File: config.mk
export PLATFORM = sky130hd
export DESIGN_NAME = debounce_bank
export DESIGN_NICKNAME = d
export VERILOG_FILES = /design/src/rtl/debounce_bank.sv
export SDC_FILE = /design/constraint.sdc
export NUM_CORES = 1
export LEC_CHECK = 0
export CAP_MARGIN = 0
export CORE_UTILIZATION = 50
export DETAILED_ROUTE_END_ITERATION = 16
export PLACE_DENSITY_LB_ADDON = 0.1
export SLEW_MARGIN = 15
export SYNTH_ARGS = -nofsm -noshare
export SYNTH_HDL_FRONTEND = slang
export SYNTH_SLANG_ARGS = --single-unit
File: constraint.sdc
create_clock -name clk -period 12.42 [get_ports clk]
set_input_delay 2.484 -clock clk [delete_from_list [all_inputs] [get_ports clk]]
set_output_delay 2.484 -clock clk [all_outputs]
set_load 0.01 [all_outputs]
File: src/rtl/debounce_bank.sv
// debounce_bank: N-channel push-button conditioner.
// Each channel has a 2-FF synchroniser, a debounce counter, registered press/release pulses,
// a long-press hold level and an optional auto-repeat pulse train. All outputs are registered.
//
// Ports:
//   clk        system clock
//   reset      asynchronous, active-high reset
//   pb         raw asynchronous button inputs (polarity set by ACTIVE_LOW)
//   pb_state   debounced level, 1 = pressed
//   pb_down    1-cycle pulse, first cycle of an accepted press
//   pb_up      1-cycle pulse, first cycle of an accepted release
//   pb_hold    1 while pressed for >= HOLD_CYCLES
//   pb_repeat  1-cycle pulses while held (tied 0 when REPEAT_EN = 0)
module debounce_bank #(
    parameter int unsigned NUM_CH          = 4,
    parameter int unsigned ACTIVE_LOW      = 1,
    parameter int unsigned DEBOUNCE_CYCLES = 2097152,
    parameter int unsigned HOLD_CYCLES     = 50000000,
    parameter int unsigned REPEAT_CYCLES   = 10000000,
    parameter int unsigned REPEAT_EN       = 1
) (
    input  logic              clk,
    input  logic              reset,
    input  logic [NUM_CH-1:0] pb,
    output logic [NUM_CH-1:0] pb_state,
    output logic [NUM_CH-1:0] pb_down,
    output logic [NUM_CH-1:0] pb_up,
    output logic [NUM_CH-1:0] pb_hold,
    output logic [NUM_CH-1:0] pb_repeat
);

    localparam int unsigned CW = $clog2(DEBOUNCE_CYCLES);
    localparam int unsigned HW = $clog2(HOLD_CYCLES + 1);
    localparam int unsigned RW = $clog2(REPEAT_CYCLES);

    localparam logic [CW-1:0] CNT_MAX  = CW'(DEBOUNCE_CYCLES - 1);
    localparam logic [HW-1:0] HOLD_MAX = HW'(HOLD_CYCLES);
    localparam logic [RW-1:0] REP_MAX  = RW'(REPEAT_CYCLES - 1);

    // Post-polarity button level, 1 = pressed.
    logic [NUM_CH-1:0] act;

    always_comb begin
        act = (ACTIVE_LOW != 0) ? ~pb : pb;
    end

    for (genvar ch = 0; ch < NUM_CH; ch++) begin : g_ch
        logic          sync0_q, sync1_q;
        logic          state_q, state_d;
        logic          down_q, up_q;
        logic          hold_q, hold_d;
        logic          flip;
        logic [CW-1:0] cnt_q, cnt_d;
        logic [HW-1:0] hcnt_q, hcnt_d;

        always_comb begin
            flip    = 1'b0;
            state_d = state_q;
            cnt_d   = '0;
            // Any matching sample leaves cnt_d at 0, which rejects short glitches.
            if (sync1_q != state_q) begin
                if (cnt_q == CNT_MAX) begin
                    flip    = 1'b1;
                    state_d = ~state_q;
                end else begin
                    cnt_d = cnt_q + 1'b1;
                end
            end

            if (!state_q) begin
                hcnt_d = '0;
            end else if (hcnt_q == HOLD_MAX) begin
                hcnt_d = hcnt_q;
            end else begin
                hcnt_d = hcnt_q + 1'b1;
            end

            // Looking at next-state values makes hold rise exactly HOLD_CYCLES after the press
            // edge and drop on the same edge as the release.
            hold_d = state_d && (hcnt_d == HOLD_MAX);
        end

        always_ff @(posedge clk or posedge reset) begin
            if (reset) begin
                sync0_q <= 1'b0;
                sync1_q <= 1'b0;
                state_q <= 1'b0;
                cnt_q   <= '0;
                hcnt_q  <= '0;
                down_q  <= 1'b0;
                up_q    <= 1'b0;
                hold_q  <= 1'b0;
            end else begin
                sync0_q <= act[ch];
                sync1_q <= sync0_q;
                state_q <= state_d;
                cnt_q   <= cnt_d;
                hcnt_q  <= hcnt_d;
                down_q  <= flip & ~state_q;
                up_q    <= flip & state_q;
                hold_q  <= hold_d;
            end
        end

        assign pb_state[ch] = state_q;
        assign pb_down[ch]  = down_q;
        assign pb_up[ch]    = up_q;
        assign pb_hold[ch]  = hold_q;

        if (REPEAT_EN != 0) begin : g_rep
            logic          rep_q, rep_d;
            logic [RW-1:0] rcnt_q, rcnt_d;

            always_comb begin
                rep_d  = 1'b0;
                rcnt_d = '0;
                if (hold_d) begin
                    if (!hold_q || (rcnt_q == REP_MAX)) begin
                        // First pulse coincides with hold rising, then once per period.
                        rep_d = 1'b1;
                    end else begin
                        rcnt_d = rcnt_q + 1'b1;
                    end
                end
            end

            always_ff @(posedge clk or posedge reset) begin
                if (reset) begin
                    rep_q  <= 1'b0;
                    rcnt_q <= '0;
                end else begin
                    rep_q  <= rep_d;
                    rcnt_q <= rcnt_d;
                end
            end

            assign pb_repeat[ch] = rep_q;
        end else begin : g_norep
            assign pb_repeat[ch] = 1'b0;
        end
    end

endmodule

==> metrics.md <==
| Metric | Value |
|---|---|
| Setup crit start | `g_ch[2].state_q` |
| Final Hold Vio Count | `0` |
| DP Worst Slack | `a little under 8 ns` |
| Share of cells above drive strength 1 | `5.47%` |
| Clk pwr share | `between 50% and 60%` |
| Ys flop type | `dfrtp_1` |
| DP HPWL | `roughly 21 mm` |
| Hold Crit Class | `register to register` |
| Post-synth top area share | `47.0%` |
| Drt total wl | `about 34 mm` |
| Vias per cell | `5.59` |
| Starting Density | `between 50% and 60%` |
| Hold Path Cell Cnt | `0` |
| Flop-to-flop setup slack | `8.65 ns` |
| Peak VDD IR | `83.3 uV` |
| Worst setup path end | `pb_state[2]` |
| GRT Resource Usage Total | `around a fifth` |
| Crit Path Max Fanout | `16` |
| Logic pwr share | `~1.5%` |
| Hold_buf cts | `0` |
| RePlAce Congestion | `between 0.8 and 0.9` |
| Worst-Margin Slew | `around 0.98 ns` |
| Worst Hold Slack | `roughly 0.35 ns` |
| Pwr dens | `between 100 and 150 mW/mm^2` |
| Via count | `about 12000` |
| Die Span Y | `around 180 um` |
| Clk buf depth | `3` |
| Final WS setup | `~8 ns` |
| Clk pin slew, worst setup/hold paths | `roughly 0.06 ns` |
| Regs by FF count | `g_ch.hcnt_q (104), g_ch.g_rep.rcnt_q (96), g_ch.cnt_q (84)` |
| Synthesized area per cell | `between 9 and 10 sq um` |
| Startpoint types | `register` |
| R2r startpoint | `g_ch[2].hcnt_q[1]` |
| Most common cell in the netlist | `dfrtp_1` |
| Largest register FFs | `104` |
| Synth cell count leaders | `dfrtp_1 (312), nor2_1 (222), nand3_1 (146), nand2_1 (134), xor2_1 (130)` |
| Cells after synthesis | `1760` |
| WP data arrival | `about 1.9 ns` |
| Seq/Total Area, Yosys | `47.0%` |
| RR Endpoint | `g_ch[2].g_rep.rcnt_q[12]` |
| Clock Skew | `0.0207 ns` |
| Grt total ovfl | `0` |
| Cts repair resizes | `0` |
| Stages on the worst setup path | `1` |
| Tot Pwr | `~2.1 mW` |
| Max stage delay cell, worst path | `dfrtp_1` |
| Area added between synthesis and finish | `9.56%` |
| Num CTS Buffers | `37` |
| H-Tree Depth | `2` |
| Drt first pass iters | `5` |
| P_leak | `about 7.3 nW` |
| Drt drc | `0` |
| Top Family by Delay on Critical Path | `flip-flops` |
| Fill count | `roughly 2900` |
| Crit Path Category | `register to output port` |
| Largest Register | `g_ch.hcnt_q` |
| YS warnings | `0` |
| Async SR Flop Fraction | `100%` |
| Unique cell type count in the Yosys netlist | `66` |
| Internal Pwr Total | `about 1.7 mW` |
| Count of input and output buffers | `25` |
| N_diodes | `0` |
| Setup TNS | `0 ns` |
| Post-synth EDFFs | `0` |
| Area of the mapped netlist | `roughly 0.017 sq mm` |
| Seq pwr share | `48.3%` |
| Synth area leaders | `dfrtp_1 (47%), xor2_1 (6.9%), xnor2_1 (5.9%)` |
| Final period util | `35.0%` |
| Post-DRT Antenna Nets | `0` |
| Initial detailed-routing violation count | `a little over 800` |
| Max-Cap Viols | `0` |
| RSZ-0062 raised after global routing | `false` |
| Die W | `~180 um` |
| Largest net degree at the start of global routing | `about 180` |
| CTS tree | `done` |
| Yosys top cell by area | `dfrtp_1` |
| Status | `completed` |
| Fmax | `approximately 0.23 GHz` |
| Switching share of total power | `21.3%` |
| Crit-path max cell delay | `slightly below 0.7 ns` |
| Crit path buf inv count | `1` |
| Final nets | `1748` |
| Root buf cell | `clkbuf_16` |
| Endpoints failing setup | `0` |
| Fin area | `~0.018 sq mm` |
| WP data required | `9.94 ns` |
| Clock Sinks | `approximately 310` |
| Cell Area, Placed | `roughly 0.017 sq mm` |
| Die area | `0.0339 sq mm` |
| Num ports | `26` |
| Rel. slew slack | `34.4%` |
| Core Box Area | `roughly 0.033 sq mm` |
| Syn nets | `1782` |
| Crit path capture type | `output port` |
| Postcts setup bufs | `0` |
| Synth Register Bits | `roughly 310` |
| First-pass GRT wire length | `slightly below 60 mm` |
| Worst skew pair latency | `between 0.5 and 0.6 ns` |
| Cell chain of the critical path | `clkdlybuf4s50_1` |
| Pins Over Slew Limit | `0` |
| Initial antenna violation count | `0` |
| Wire per inst | `15.3 um` |
| Final min period | `approximately 4.4 ns` |
| Rows | `66` |
| Net Sw Power | `453 uW` |
| Vias in the first global route | `roughly 12000` |
| Worst-case reg-to-reg path depth | `8` |
-- layout make-up --
type	count	area, sq um	share of cell area [%]
tap	442	553	3.04
clock inverter	12	95.1	0.523
clock buffer	56	1120	6.16
timing repair buffer	31	315	1.73
multi-input combinational	1301	8130	44.7
sequential	312	7810	42.9
inverter	43	169	0.929
-- placed cells by master, fill, tap and decap left out, types with 13 or more instances in the layout --
cell type / synthesis / final
clkdlybuf4s50_1: 0 / 25
inv_1: 42 / 41
nor4b_1: 18 / 18
o21ai_0: 23 / 23
nor2_1: 222 / 222
or4_1: 13 / 13
nand4_1: 69 / 69
nor4_2: 15 / 15
xor2_1: 130 / 130
xnor2_1: 112 / 112
dfrtp_1: 312 / 312
nand3_1: 146 / 146
a21oi_1: 26 / 26
clkbuf_16: 0 / 39
and2_1: 22 / 22
or3_1: 23 / 23
and4_1: 33 / 33
nand2_1: 134 / 134
ha_1: 16 / 16
and3_1: 60 / 60
nor3_1: 61 / 61
nor4_1: 53 / 53
-- worst min-delay path by stage --
stage | end | slack [ns] | startpoint
floorplan | g_ch[0].sync1_q | 0.33 | g_ch[0].sync0_q
global placement | g_ch[0].sync1_q | 0.34 | g_ch[0].sync0_q
detailed placement | g_ch[0].sync1_q | 0.33 | g_ch[0].sync0_q
CTS | g_ch[0].sync1_q | 0.35 | g_ch[0].sync0_q
global route | g_ch[0].sync1_q | 0.36 | g_ch[0].sync0_q
finish | g_ch[3].sync1_q | 0.35 | g_ch[3].sync0_q
-- metrics by stage --
step	cells	utilization [%]
floorplan	1760	-
global placement	2128	52.0
detailed placement	2128	52.0
CTS	2196	55.7
global route	2197	55.7
finish	2197	55.7
-- worst register-to-register path, delay by kind of cell, from the launching register on --
family,cells,cell delay (ns)
adders and majority gates,1,0.35
xor gates and xnor gates,1,0.20
DFF,1,0.45
and+or+nand+nor,6,2.68
-- layer usage --
metal  part of all wire (%)  vias up  GRT usage [%]  wire length, um
met3                    3.1       42           3.34             1040
met5                      0        -              0                0
met1                     51     5996           30.3            17100
li1                       -     6093              -                -
met4                    2.0        0           5.63              659
met2                     44      154           31.0            14800
-- kinds of logic (layout without fill, tap and decap cells) --
kind of cell | after synthesis | in the layout | synth area share (%)
flip-flops | 312 | 312 | 47.0
buffers and inverters | 147 | 142 | 4.04
AO/OA/AOI/OAI | 115 | 115 | 4.61
AND/OR/NAND/NOR | 916 | 916 | 29.6
multiplexers | 12 | 12 | 0.754
adder cells (fa/ha/maj) | 16 | 16 | 1.21
XOR/XNOR | 242 | 242 | 12.8
-- power groups by stage --
stage / clock network (mW) / registers (mW) / logic, mW
after floorplan: 0 / 1.04 / 0.0233
after global routing: 1.15 / 1.03 / 0.0378
after CTS: 1.10 / 1.03 / 0.0341
after detailed placement: 0 / 1.04 / 0.0341
final: 1.07 / 1.03 / 0.0316
after global placement: 0 / 1.04 / 0.0335
No activity file was read; power rests on OpenSTA's default activity.
